`src/rtl/alu_nibble_seq.sv`:
```
// Nibble-serial ALU: latches two WIDTH-bit operands, computes one nibble per
// clock LSB first, then presents the result with Z80-style flags under start/busy/done.
//
// state  | meaning
// IDLE   | waiting for start
// CALC   | one nibble pass per clock, busy high
// DONE   | result/flags valid for one cycle, start accepted here too
module alu_nibble_seq #(
  parameter int WIDTH = 8
) (
  input  logic             clk,
  input  logic             reset,
  input  logic             start,
  input  logic [2:0]       op,
  input  logic [WIDTH-1:0] a,
  input  logic [WIDTH-1:0] b,
  input  logic             cin,
  output logic             busy,
  output logic             done,
  output logic [WIDTH-1:0] result,
  output logic             cf,
  output logic             hf,
  output logic             pf,
  output logic             zf,
  output logic             sf,
  output logic             vf
);

  localparam int NIB = WIDTH / 4;
  localparam int CW  = (NIB > 1) ? $clog2(NIB) : 1;

  localparam logic [1:0] S_IDLE = 2'd0;
  localparam logic [1:0] S_CALC = 2'd1;
  localparam logic [1:0] S_DONE = 2'd2;

  localparam logic [2:0] OP_ADD = 3'd0;
  localparam logic [2:0] OP_ADC = 3'd1;
  localparam logic [2:0] OP_SUB = 3'd2;
  localparam logic [2:0] OP_SBC = 3'd3;
  localparam logic [2:0] OP_AND = 3'd4;
  localparam logic [2:0] OP_XOR = 3'd5;
  localparam logic [2:0] OP_OR  = 3'd6;
  localparam logic [2:0] OP_CP  = 3'd7;

  logic [1:0]       state;
  logic [CW-1:0]    cnt;
  logic [WIDTH-1:0] a_q;
  logic [WIDTH-1:0] b_q;
  logic [2:0]       op_q;
  logic             carry_q;
  logic             par_q;
  logic             hc_q;
  logic [WIDTH-5:0] work_q;

  logic             sub_op;
  logic             sub_q;
  logic             logic_q;
  logic             init_carry;
  logic             accept;
  logic             last;
  logic [3:0]       a_n;
  logic [3:0]       b_n;
  logic [4:0]       sum;
  logic [3:0]       nib_res;
  logic             carry_out;
  logic             c_msb_in;
  logic             half;
  logic             par_next;
  logic [WIDTH-1:0] r_full;
  logic [WIDTH-1:0] a_rot;
  logic [WIDTH-1:0] b_rot;

  assign busy = (state == S_CALC);
  assign done = (state == S_DONE);

  always_comb begin
    sub_op = (op == OP_SUB) || (op == OP_SBC) || (op == OP_CP);
    init_carry = 1'b0;
    case (op)
      OP_ADC:         init_carry = cin;
      OP_SUB, OP_CP:  init_carry = 1'b1;
      OP_SBC:         init_carry = ~cin;
      default:        init_carry = 1'b0;
    endcase
    accept = start && (state != S_CALC);
  end

  // Operands rotate one nibble per pass so the active nibble is always [3:0];
  // after NIB rotations a_q is back to the original value, which CP returns.
  always_comb begin
    sub_q    = (op_q == OP_SUB) || (op_q == OP_SBC) || (op_q == OP_CP);
    logic_q  = (op_q == OP_AND) || (op_q == OP_XOR) || (op_q == OP_OR);
    last     = (cnt == CW'(NIB - 1));
    a_n      = a_q[3:0];
    b_n      = b_q[3:0];
    sum      = {1'b0, a_n} + {1'b0, b_n} + {4'b0000, carry_q};
    carry_out = sum[4];
    c_msb_in = a_n[3] ^ b_n[3] ^ sum[3];
    nib_res  = sum[3:0];
    case (op_q)
      OP_AND:  nib_res = a_n & b_n;
      OP_XOR:  nib_res = a_n ^ b_n;
      OP_OR:   nib_res = a_n | b_n;
      default: nib_res = sum[3:0];
    endcase
    half     = (cnt == '0) ? carry_out : hc_q;
    par_next = par_q ^ (^nib_res);
    r_full   = {nib_res, work_q};
    a_rot    = {a_q[3:0], a_q[WIDTH-1:4]};
    b_rot    = {b_q[3:0], b_q[WIDTH-1:4]};
  end

  always_ff @(posedge clk or posedge reset) begin
    if (reset) begin
      state   <= S_IDLE;
      cnt     <= '0;
      a_q     <= '0;
      b_q     <= '0;
      op_q    <= OP_ADD;
      carry_q <= 1'b0;
      par_q   <= 1'b0;
      hc_q    <= 1'b0;
      work_q  <= '0;
      result  <= '0;
      cf      <= 1'b0;
      hf      <= 1'b0;
      pf      <= 1'b0;
      zf      <= 1'b0;
      sf      <= 1'b0;
      vf      <= 1'b0;
    end else begin
      case (state)
        S_CALC: begin
          a_q     <= a_rot;
          b_q     <= b_rot;
          work_q  <= r_full[WIDTH-1:4];
          carry_q <= carry_out;
          par_q   <= par_next;
          if (cnt == '0) hc_q <= carry_out;
          if (last) begin
            state  <= S_DONE;
            cnt    <= '0;
            result <= (op_q == OP_CP) ? a_rot : r_full;
            pf     <= ~par_next;
            zf     <= (r_full == '0);
            sf     <= r_full[WIDTH-1];
            if (logic_q) begin
              cf <= 1'b0;
              vf <= 1'b0;
              hf <= (op_q == OP_AND);
            end else begin
              // Subtraction runs as a + ~b + 1, so borrow is the missing carry.
              cf <= sub_q ? ~carry_out : carry_out;
              hf <= sub_q ? ~half : half;
              vf <= c_msb_in ^ carry_out;
            end
          end else begin
            cnt <= cnt + CW'(1);
          end
        end
        default: begin
          if (accept) begin
            state   <= S_CALC;
            cnt     <= '0;
            a_q     <= a;
            b_q     <= b ^ {WIDTH{sub_op}};
            op_q    <= op;
            carry_q <= init_carry;
            par_q   <= 1'b0;
            hc_q    <= 1'b0;
            work_q  <= '0;
          end else begin
            state <= S_IDLE;
          end
        end
      endcase
    end
  end

endmodule

```
`config.mk`:
```
export PLATFORM = sky130hd
export DESIGN_NAME = alu_nibble_seq
export DESIGN_NICKNAME = d
export VERILOG_FILES = /design/src/rtl/alu_nibble_seq.sv
export SDC_FILE = /design/constraint.sdc
export NUM_CORES = 1
export LEC_CHECK = 0
export ABC_AREA = 1
export CAP_MARGIN = 40
export CORE_MARGIN = 5
export CORE_UTILIZATION = 44
export CTS_BUF_LIST = sky130_fd_sc_hd__clkbuf_4 sky130_fd_sc_hd__clkbuf_8
export CTS_CLUSTER_SIZE = 40
export DETAILED_ROUTE_END_ITERATION = 10
export HOLD_SLACK_MARGIN = 0.1
export PLACE_DENSITY = 0.66
export SETUP_SLACK_MARGIN = 0.15
export SYNTH_ARGS = -nofsm -noshare
export SYNTH_HDL_FRONTEND = slang
export SYNTH_SLANG_ARGS = --single-unit
export TNS_END_PERCENT = 30
```
`constraint.sdc`:
```
create_clock -name clk -period 4.9 [get_ports clk]
set_clock_uncertainty 0.15 [all_clocks]
set_input_delay 0.98 -clock clk [delete_from_list [all_inputs] [get_ports clk]]
set_output_delay 0.98 -clock clk [all_outputs]
set_load 0.005 [all_outputs]
```
# Yosys cells after proc, flatten, opt, wreduce, memory -nomap -nowiden
# Index checks and enable logic that the tools add are counted.
[classes]
add_sub_neg = 3
n_eq_ne = 14
n_mux = 25
bitwise = 13
n_reduce_logical = 13
[op_table]
columns = ["cell", "n"]
rows = [
  ["8-bit two-way mux", 5],
  ["3-bit equality test (second input constant)", 5],
  ["1-bit two-way mux", 14],
  ["3-bit by 2-bit equality test with 1-bit output (second input constant)", 4],
  ["4-bit case mux with 3 select lines", 1],
  ["8-bit logical NOT", 1],
  ["4-bit two-way mux", 2],
  ["8-bit bitwise XOR", 1],
  ["1-bit logical OR", 6],
  ["4-bit by 4-bit adder with 5-bit output", 1],
  ["5-bit by 1-bit adder with 5-bit output", 1],
  ["1-bit NOT", 5],
  ["4-bit AND", 1],
  ["2-bit two-way mux", 2],
  ["2-bit by 1-bit inequality test with 1-bit output (second input constant)", 2],
  ["4-bit OR", 1],
  ["2-bit AND reduction", 2],
  ["4-bit XOR reduction", 1],
  ["1-bit bitwise XOR", 4],
  ["4-bit bitwise XOR", 1],
  ["3-bit by 1-bit equality test with 1-bit output (second input constant)", 1],
  ["1-bit case mux with 3 select lines", 1],
  ["2-bit by 1-bit equality test with 1-bit output (second input constant)", 1],
  ["2-bit equality test (second input constant)", 1],
  ["other kinds (4)", 4],
]
[word_totals]
reg_bits = 43

# Depth between registers and ports, before layout
# Gate-level depths: netlist (run 1).
[logic_depth]
word_depth = 6
ltp_mapped = 13
ltp_nobuf = 13

# Least setup slack after synthesis (run 1)
# No wires, ideal clock.
[synth_path]
path_kind = "reg2reg"
startpoint = "register a_q[0]"
endpoint = "register par_q"
setup_time_ns = 0.138
t_arrival_ns = 2.205
required_time_ns = 4.612
slack_ns = 2.407
stages_incl_launch_ff = 10
cell_sequence = "dfrtp_1 > fa_1 > inv_1 > fa_1 > nand2_1 > nand2_1 > ha_1 > xnor2_1 > xor2_1 > o21ai_0"
[synth_between]
elab_chain_cells = 6
elab_cells_between_ends = 9
classes_between = "add/sub (2); mux (2); bitwise (4); reduce/logical (1)"
[synth_lines]
columns = ["item", "line", "rtl"]
rows = [
  ["from (decl)", "47", "logic [WIDTH-1:0] a_q;"],
  ["from (signal assigned)", "134", "a_q <= a_rot;"],
  ["4-bit by 4-bit adder with 5-bit output", "96", "sum = {1'b0, a_n} + {1'b0, b_n} + {4'b0000, carry_q};"],
  ["5-bit by 1-bit adder with 5-bit output", "96", ""],
  ["4-bit case mux with 3 select lines (*)", "100", "case (op_q)"],
  ["4-bit XOR reduction (*)", "107", "par_next = par_q ^ (^nib_res);"],
  ["1-bit bitwise XOR (*)", "107", ""],
  ["1-bit two-way mux (*)", "132", "case (state)"],
  ["to (signal assigned)", "138", "par_q <= par_next;"],
  ["to (decl)", "51", "logic par_q;"],
]
# Every way passes the cells marked *; elsewhere a longest branch is shown, timed or not.
# A chain may end at the register's enable or synchronous reset.

# Final worst setup path (run 1)
[layout_path]
startpoint = "register state[1]"
endpoint = "output port busy"
[layout_between]
elab_chain_cells = 1
[layout_lines]
columns = ["item", "line", "rtl"]
rows = [
  ["from (decl)", "45", "logic [1:0] state;"],
  ["from (signal assigned)", "115", "state <= S_IDLE;"],
  ["from (signal assigned)", "141", "state <= S_DONE;"],
  ["from (signal assigned)", "163", "state <= S_CALC;"],
  ["2-bit by 1-bit equality test with 1-bit output", "73", "assign busy = (state == S_CALC);"],
  ["to (decl)", "18", "output logic busy,"],
]
# Every way passes these cells.

==> impl_metrics.tcl, run 1 <==
set metrics [dict create \
    drive_gt1_share_pct 8.00 \
    numPortBuffers 38 \
    layout_commonest_cell "nand2_1" \
    grt.total_usage_pct 16.0 \
    die_x_um 85.1 \
    cts_buffers 5 \
    grt_pass1_wl_um 9270 \
    regArea_um2 1080 \
    tightest_slew_ns 0.557 \
    met2_length_um 2520 \
    cts_resized 0 \
    syn2layout_area_growth_pct 21.7 \
    synth_nets 349 \
    hold_class "flip-flop to flip-flop" \
    die_area_um2 7240 \
    p_leak_uw 0.00145 \
    reg2reg_setup_slack_ns 2.26 \
    path_class "flip-flop to output pin" \
    die-height_um 85.1 \
    path_cells "inv_1 -> nand2_4 -> inv_2 -> clkdlybuf4s50_1" \
    wl_um 5500 \
    synth-seq-area-share_pct 43.4 \
    n_antenna_cell 0 \
    crit_fanout 18 \
    ir_drop_mv 0.319 \
    finalCritPeriodShare_pct 58.2 \
    async_reset_ff_share_pct 100 \
    stdcell_count 422 \
    worstPathRequired_ns 3.77 \
    cp-start-kind "flip-flop" \
    endpoint_kind "output pin" \
    status "finished, final reports clean" \
    via_per_inst 4.93 \
    ant_nets 0 \
    crit_arrival_ns 1.72 \
    cts_setup_buffers 0 \
    slew_headroom_pct 62.8 \
    crit_path_max_incr_delay_ns 0.55 \
    clk_latency_ns 0.30 \
    start_util_pct 45.1 \
    pin_count 39 \
    holdPathStages 2 \
    maxCapViolations 0 \
    root_buffer "clkbuf_8" \
    hold_ws_ns 0.333 \
    tns_ns 0 \
    dp_hpwl_um 4080 \
    yosys_warnings 0 \
    cts_tree "yes" \
    worstHoldEndpoint "result[1]" \
    grt_max_degree 44 \
    fin_nets 384 \
    worst_hold_startpoint "result[1]" \
    drc 0 \
    first_global_vias 2034 \
    htree_num_levels 2 \
    clkSlewWorstSetupHoldPaths_ns 0.09 \
    m1WireLength_um 2570 \
    cp_slowest_cell "clkdlybuf4s50_1" \
    synth-edff-count 0 \
    wl_met3_um 254 \
    rsz0062_at_grt "no" \
    hold_viol_final 0 \
    r2r-start "a_q[0]" \
    fmax_ghz 0.351 \
    place_area_um2 2880 \
    multi_input_area_um2 1170 \
    nFillCells 541 \
    syn_inst 314 \
    routed.top_layer "met4" \
    cts-hold-fix-buffers 0 \
    antenna_found_initial 0 \
    layout_min_cycle_time_ns 2.85 \
    final_cell_mix "nand2_1, dfrtp_1, inv_1" \
    vias 2082 \
    syn_area_um2 2480 \
    grt.overflow.total 0 \
    synth_flop_cell "dfrtp_1" \
    drt-pass1-iter-count 4 \
    finalMaxSlewViolations 0 \
    finalInstanceArea_um2 3020 \
    r2r_end "par_q" \
    rr_worst_depth 9 \
    power_uw 2160 \
    drtIter0Drc 70 \
    fp.coreArea_um2 5510 \
    wl_per_cell_um 13.0 \
    finalSetupViolCount 0 \
    syn_area_per_cell_um2 7.90 \
    num_rows 27 \
    clock_sinks 43 \
    place_congestion 0.874 \
    synth-seq-cells 43 \
    cts_buffer_depth 2 \
    post-place-cells 414 \
    powerDensity_nw_per_um2 715 \
    synth_cell_types 33 \
]
==> synth_stat cells, types with 4 or more instances <==
cell type | instances | area share [%]
nand2_2 | 6 | 1.5
nand2_1 | 91 | 14
a21oi_1 | 13 | 2.6
or2_2 | 4 | 1.0
o21ai_1 | 5 | 1.0
o21ai_0 | 16 | 3.2
inv_1 | 39 | 5.9
dfrtp_1 | 43 | 43
buf_2 | 6 | 1.2
ha_1 | 10 | 5.0
o221ai_1 | 4 | 1.4
nor2_1 | 20 | 3.0
nand3_1 | 18 | 3.6
o211ai_1 | 8 | 2.4
a22oi_1 | 4 | 1.2
==> worst max-delay path, delay by kind of cell, from the launching register on <==
kind / cells / cell delay [ns]
and+or+nand+nor: 1 / 0.16
buffers and inverters: 3 / 0.89
DFF: 1 / 0.36
==> where the power goes <==
group	internal, uW	switching, uW
clock network	203	127
logic	498	680
registers	526	125
==> metal layers <==
metal / global-route usage, % / vias up
met5: 0 / -
met4: 7.63 / 0
met3: 2.33 / 14
met2: 25.9 / 50
met1: 21.1 / 944
li1: - / 1074
==> cell families (layout without fill, tap and decap cells) <==
family | after synthesis | in the layout | synth area share [%]
AND/OR/NAND/NOR | 146 | 146 | 25.1
flip-flops | 43 | 43 | 43.4
AO/OA/AOI/OAI | 56 | 56 | 14.1
adder cells (fa/ha/maj) | 12 | 12 | 6.66
buffers and inverters | 53 | 89 | 9.38
XOR/XNOR | 4 | 4 | 1.41
==> cell type report <==
class,count,share of cell area (%)
clock buffers,5,2.28
clock inverters,3,2.24
well taps,72,2.98
multi-input cells,218,38.8
flip-flops and latches,43,35.6
inverters,42,5.22
repair buffers,39,12.8
==> flip-flops by register name (all words and copies together) (netlist names), 2 cells and up <==
| name | count |
|---|---|
| a_q | 8 |
| b_q | 8 |
| op_q | 3 |
| result | 8 |
| state | 2 |
| work_q | 4 |
==> how the worst max path moves through the flow <==
stage	from	endpoint
floorplan	a_q[0]	par_q
global placement	start	b_q[1]
detailed placement	start	b_q[0]
CTS	state[1]	busy
global route	state[1]	busy
finish	state[1]	busy
==> stage by stage <==
stage / setup WS (ns) / utilization [%]
floorplan: 2.41 / -
global placement: 2.21 / 52.4
detailed placement: 2.14 / 52.4
CTS: 2.05 / 54.9
global route: 1.99 / 54.9
finish: 2.05 / 54.9
Power figures use the tool's default switching activity.
==> inputs of run 2 (changes only) <==
==> constraint.sdc (replaced) <==
create_clock -name clk -period 2.8 [get_ports clk]
set_clock_uncertainty 0.15 [all_clocks]
set_input_delay 0.56 -clock clk [delete_from_list [all_inputs] [get_ports clk]]
set_output_delay 0.56 -clock clk [all_outputs]
set_load 0.005 [all_outputs]
==> impl_metrics.tcl, run 2 (synthesis results as in run 1) <==
set metrics [dict create \
    syn2layout_area_growth_pct 22.8 \
    drive_gt1_share_pct 11.5 \
    htree_num_levels 2 \
    reg2reg_setup_slack_ns 0.30 \
    drc 0 \
    numPortBuffers 38 \
    die-height_um 85.1 \
    tightest_slew_ns 0.551 \
    clk_latency_ns 0.30 \
    finalMaxSlewViolations 0 \
    cts-hold-fix-buffers 0 \
    drtIter0Drc 78 \
    n_antenna_cell 0 \
    pin_count 39 \
    layout_min_cycle_time_ns 2.50 \
    fin_nets 390 \
    crit_start "a_q[0]" \
    cp_slowest_cell "dfrtp_2" \
    path_cells "fa_2 -> inv_2 -> fa_2 -> xnor2_1 -> nand2_1 -> nand4_1 -> inv_1 -> ha_1 -> xnor2_2 -> xor2_1 -> o21ai_1" \
    power_uw 3870 \
    grt_pass1_wl_um 9520 \
    drt-pass1-iter-count 4 \
    grt.total_usage_pct 16.4 \
    die_area_um2 7240 \
    worst_hold_startpoint "result[3]" \
    slew_headroom_pct 63.3 \
    hold_viol_final 0 \
    grt_max_degree 44 \
    finalCritPeriodShare_pct 89.2 \
    worstPathRequired_ns 2.83 \
    clkSlewWorstSetupHoldPaths_ns 0.08 \
    rr_worst_depth 11 \
    place_congestion 0.871 \
    ir_drop_mv 0.408 \
    grt_use_met1_pct 21.4 \
    antenna_found_initial 0 \
    maxCapViolations 0 \
    r2r-start "a_q[0]" \
    finalSetupViolCount 0 \
    p_sw_share_pct 44.4 \
    grt.overflow.total 0 \
    wl_per_cell_um 13.2 \
    grtUsageMet2_pct 27.5 \
    hold_class "flip-flop to flip-flop" \
    dp_hpwl_um 4230 \
    num_rows 27 \
    fp.coreArea_um2 5510 \
    wl_um 5650 \
    intPower_uw 2150 \
    met3_usage_pct 3.69 \
    rsz0062_at_grt "no" \
    r2r_end "par_q" \
    switchingPower_uw 1720 \
    crit_fanout 5 \
    cp-start-kind "flip-flop" \
    worstHoldEndpoint "result[3]" \
    grt-busiest-layer "met2" \
    start_util_pct 45.1 \
    layout_commonest_cell "nand2_1" \
    cts_buffers 5 \
    ant_nets 0 \
    status "finished, final reports clean" \
    reg.largest.list "a_q: 8 flops, b_q: 8 flops, result: 8 flops" \
    clkPwrFrac_pct 10.4 \
    root_buffer "clkbuf_8" \
    crit_path_max_incr_delay_ns 0.45 \
    die_x_um 85.1 \
    p_leak_uw 0.00147 \
    nFillCells 527 \
    powerDensity_nw_per_um2 1270 \
    holdPathStages 2 \
    vias 2087 \
    cts_tree "yes" \
    fmax_ghz 0.401 \
    final_cell_mix "nand2_1, dfrtp_1, inv_1, clkdlybuf4s50_1, nor2_1" \
    seq_power_share_pct 29.3 \
    clock_sinks 43 \
    path_class "flip-flop to flip-flop" \
    crit_arrival_ns 2.53 \
    endpoint_kind "flip-flop" \
    cts_buffer_depth 2 \
    crit_top_cell "fa_2" \
    p_comb_share_pct 60.3 \
    via_per_inst 4.88 \
    tns_ns 0 \
    first_global_vias 2001 \
]
run 2: changes by cell type in the layout (fill, tap and decap cells not counted), sizes merged:
cell	previous run	this run
buf	1	7
bufinv	2	0
clkinv	0	1
clkbuf	5	6
run 2: timing repair:
action	in CTS	in global routing
setup endpoints to repair	0	2
buffers inserted	0	3
gates resized for setup	0	8
run 2: worst max-delay path by stage:
stage	end
6_report	par_q
5_1_grt	par_q
4_1_cts	par_q
3_5_place_dp	par_q
3_3_place_gp	par_q
2_1_floorplan	par_q
run 2: critical path, delay by kind of cell, from the launching register on:
family          cells  cell delay, ns
buf+inv             2            0.14
fa+ha+maj           3            0.92
compound gates      1            0.08
xor+xnor            3            0.46
flops               1            0.45
simple gates        2            0.17
run 2: power by group through the flow:
stage | Combinational, uW | Sequential, uW | Clock [uW]
2_1_floorplan | 1560 | 1090 | 0
5_1_grt | 2630 | 1180 | 436
4_1_cts | 2150 | 1130 | 415
3_3_place_gp | 2130 | 1130 | 0
6_report | 2340 | 1130 | 402
3_5_place_dp | 2140 | 1140 | 0
run 2: layout make-up:
type / count / area [um^2] / share of cell area, %
inverter: 42 / 158 / 5.17
tap: 72 / 90.1 / 2.96
multi-input combinational: 218 / 1200 / 39.4
sequential: 43 / 1080 / 35.4
timing repair buffer: 45 / 433 / 14.2
clock inverter: 2 / 12.5 / 0.411
clock buffer: 6 / 76.3 / 2.51
run 2: layer usage:
| layer | part of all wire, % | vias up | wire length, um |
|---|---|---|---|
| met5 | 0 | - | 0 |
| met4 | 1.2 | 0 | 66 |
| met3 | 4.0 | 7 | 225 |
| met2 | 48 | 36 | 2700 |
| met1 | 47 | 960 | 2660 |
| li1 | - | 1084 | - |
run 2: through the flow:
stage                     cells  instance area (um^2)  hold slack [ns]  setup WS (ns)  util [%]
after global placement      417                  2910            0.313          0.237      52.8
after CTS                   425                  3000            0.338          0.159      54.4
after global routing        428                  3050            0.356          0.165      55.3
after detailed placement    417                  2910            0.315          0.175      52.8
after floorplan             314                  2480            0.320          0.307         -
final                       428                  3050            0.333          0.303      55.3
==> inputs of run 3 (changes only) <==
--- a/config.mk
+++ b/config.mk
@@ -6,12 +6,15 @@
 export NUM_CORES = 1
 export LEC_CHECK = 0
 export ABC_AREA = 1
+export ABC_CLOCK_PERIOD_IN_PS = 2800
 export CAP_MARGIN = 40
+export CORE_ASPECT_RATIO = 0.8
 export CORE_MARGIN = 5
 export CORE_UTILIZATION = 44
 export CTS_BUF_LIST = sky130_fd_sc_hd__clkbuf_4 sky130_fd_sc_hd__clkbuf_8
 export CTS_CLUSTER_SIZE = 40
 export DETAILED_ROUTE_END_ITERATION = 10
+export GPL_ROUTABILITY_DRIVEN = 0
 export HOLD_SLACK_MARGIN = 0.1
 export PLACE_DENSITY = 0.66
 export SETUP_SLACK_MARGIN = 0.15
==> impl_metrics.tcl, run 3 (synthesis results as in run 1) <==
set metrics [dict create \
    layout_min_cycle_time_ns 2.50 \
    htree_num_levels 2 \
    drtIter0Drc 103 \
    first_global_vias 2022 \
    p_leak_uw 0.00148 \
    wl_um 5640 \
    fmax_ghz 0.400 \
    num_rows 24 \
    pin_count 39 \
    clkSlewWorstSetupHoldPaths_ns 0.08 \
    root_buffer "clkbuf_8" \
    antenna_found_initial 0 \
    rsz0062_at_grt "no" \
    n_antenna_cell 0 \
    crit_arrival_ns 2.52 \
    cts_tree "yes" \
    final_cell_mix "nand2_1, dfrtp_1, inv_1" \
    clk_latency_ns 0.29 \
    finalMaxSlewViolations 0 \
    die_x_um 94.0 \
    status "finished, final reports clean" \
    hold_viol_final 0 \
    crit_fanout 4 \
    fin_nets 390 \
    syn2layout_area_growth_pct 23.0 \
    wl_per_cell_um 13.0 \
    die-height_um 77.2 \
    dp_hpwl_um 4130 \
    ant_nets 0 \
    ir_drop_mv 0.524 \
    finalSetupViolCount 0 \
    grt_max_degree 44 \
    powerDensity_nw_per_um2 1250 \
    cp-start-kind "flip-flop" \
    grt_pass1_wl_um 9540 \
    slew_headroom_pct 64.4 \
    hold_class "flip-flop to flip-flop" \
    start_util_pct 45.4 \
    endpoint_kind "flip-flop" \
    drc 0 \
    path_class "flip-flop to flip-flop" \
    post-route-util_pct 55.8 \
    via_per_inst 4.91 \
    reg.largest.list "a_q: 8 flops, b_q: 8 flops, result: 8 flops" \
    cts-hold-fix-buffers 0 \
    drt-pass1-iter-count 4 \
    drive_gt1_share_pct 10.4 \
    vias 2132 \
    finalCritPeriodShare_pct 89.2 \
    numPortBuffers 38 \
    multi_input_area_um2 1180 \
    tns_ns 0 \
    tightest_slew_ns 0.534 \
    nFillCells 532 \
    regArea_um2 1080 \
    worstPathRequired_ns 2.83 \
    fp.coreArea_um2 5470 \
    grt.overflow.total 0 \
    maxCapViolations 0 \
    cts_buffers 5 \
    layout_commonest_cell "nand2_1" \
    clock_sinks 43 \
    cts_buffer_depth 2 \
    die_area_um2 7250 \
    grt.total_usage_pct 16.4 \
]
[run 3: cell types whose count changed in the layout (fill, tap and decap cells not counted), sizes merged]
cell	delta
clkbuf	+2
clkinvlp	-1
clkinv	-1
[run 3: timing repair]
item | 4_1_cts | 5_1_grt
endpoints found under the hold margin | 0 | 0
gates resized for setup | 0 | 4
setup endpoints to repair | 0 | 2
buffers inserted | 0 | 3
[run 3: worst max-delay path, cell delays in order, from the launching register on]
cell	delay [ns]
dfrtp_2	0.45
fa_2	0.40
inv_1	0.07
fa_1	0.40
nand2_1	0.09
nand2_1	0.09
ha_1	0.33
xnor2_2	0.14
xor2_1	0.19
o21ai_1	0.08
[run 3: stage by stage]
| step | cell area [um^2] | setup WS [ns] | cells | hold slack, ns | power [uW] |
|---|---|---|---|---|---|
| 2_1_floorplan | 2480 | 0.307 | 314 | 0.320 | 2650 |
| 3_3_place_gp | 2910 | 0.221 | 423 | 0.313 | 3230 |
| 3_5_place_dp | 2910 | 0.141 | 423 | 0.315 | 3260 |
| 4_1_cts | 3020 | 0.157 | 431 | 0.337 | 3720 |
| 5_1_grt | 3050 | 0.154 | 434 | 0.361 | 4200 |
| 6_report | 3050 | 0.303 | 434 | 0.333 | 3820 |
[run 3: final timing paths]
| kind | to | start | slack (ns) | cells after the start |
|---|---|---|---|---|
| max | par_q | a_q[0] | 0.30 | 9 |
| min | hf | hf | 0.33 | 2 |
| max reg2reg | par_q | a_q[0] | 0.30 | 9 |
| min reg2reg | hf | hf | 0.33 | 2 |
| max in group asynchronous | a_q[0] | reset | 1.55 | 3 |
| min in group asynchronous | result[1] | reset | 0.56 | 3 |
[run 3: report_power, final]
part | total (uW) | switching [uW] | internal [uW]
logic | 2230 | 1250 | 985
registers | 1140 | 216 | 923
clock network | 446 | 211 | 235
[run 3: cell type report]
cell class,count,area share (%)
Clock buffer,8,3.40
Inverter,42,5.17
Multi-Input combinational cell,218,38.7
Sequential cell,43,35.3
Tap cell,78,3.20
Timing Repair Buffer,45,14.2
[run 3: layer usage]
layer | vias up | part of all wire (%) | GRT usage (%)
li1 | 1081 | - | -
met1 | 990 | 49 | 24.9
met2 | 54 | 43 | 23.5
met3 | 7 | 6.4 | 3.33
met4 | 0 | 1.1 | 4.76
met5 | - | 0 | 0
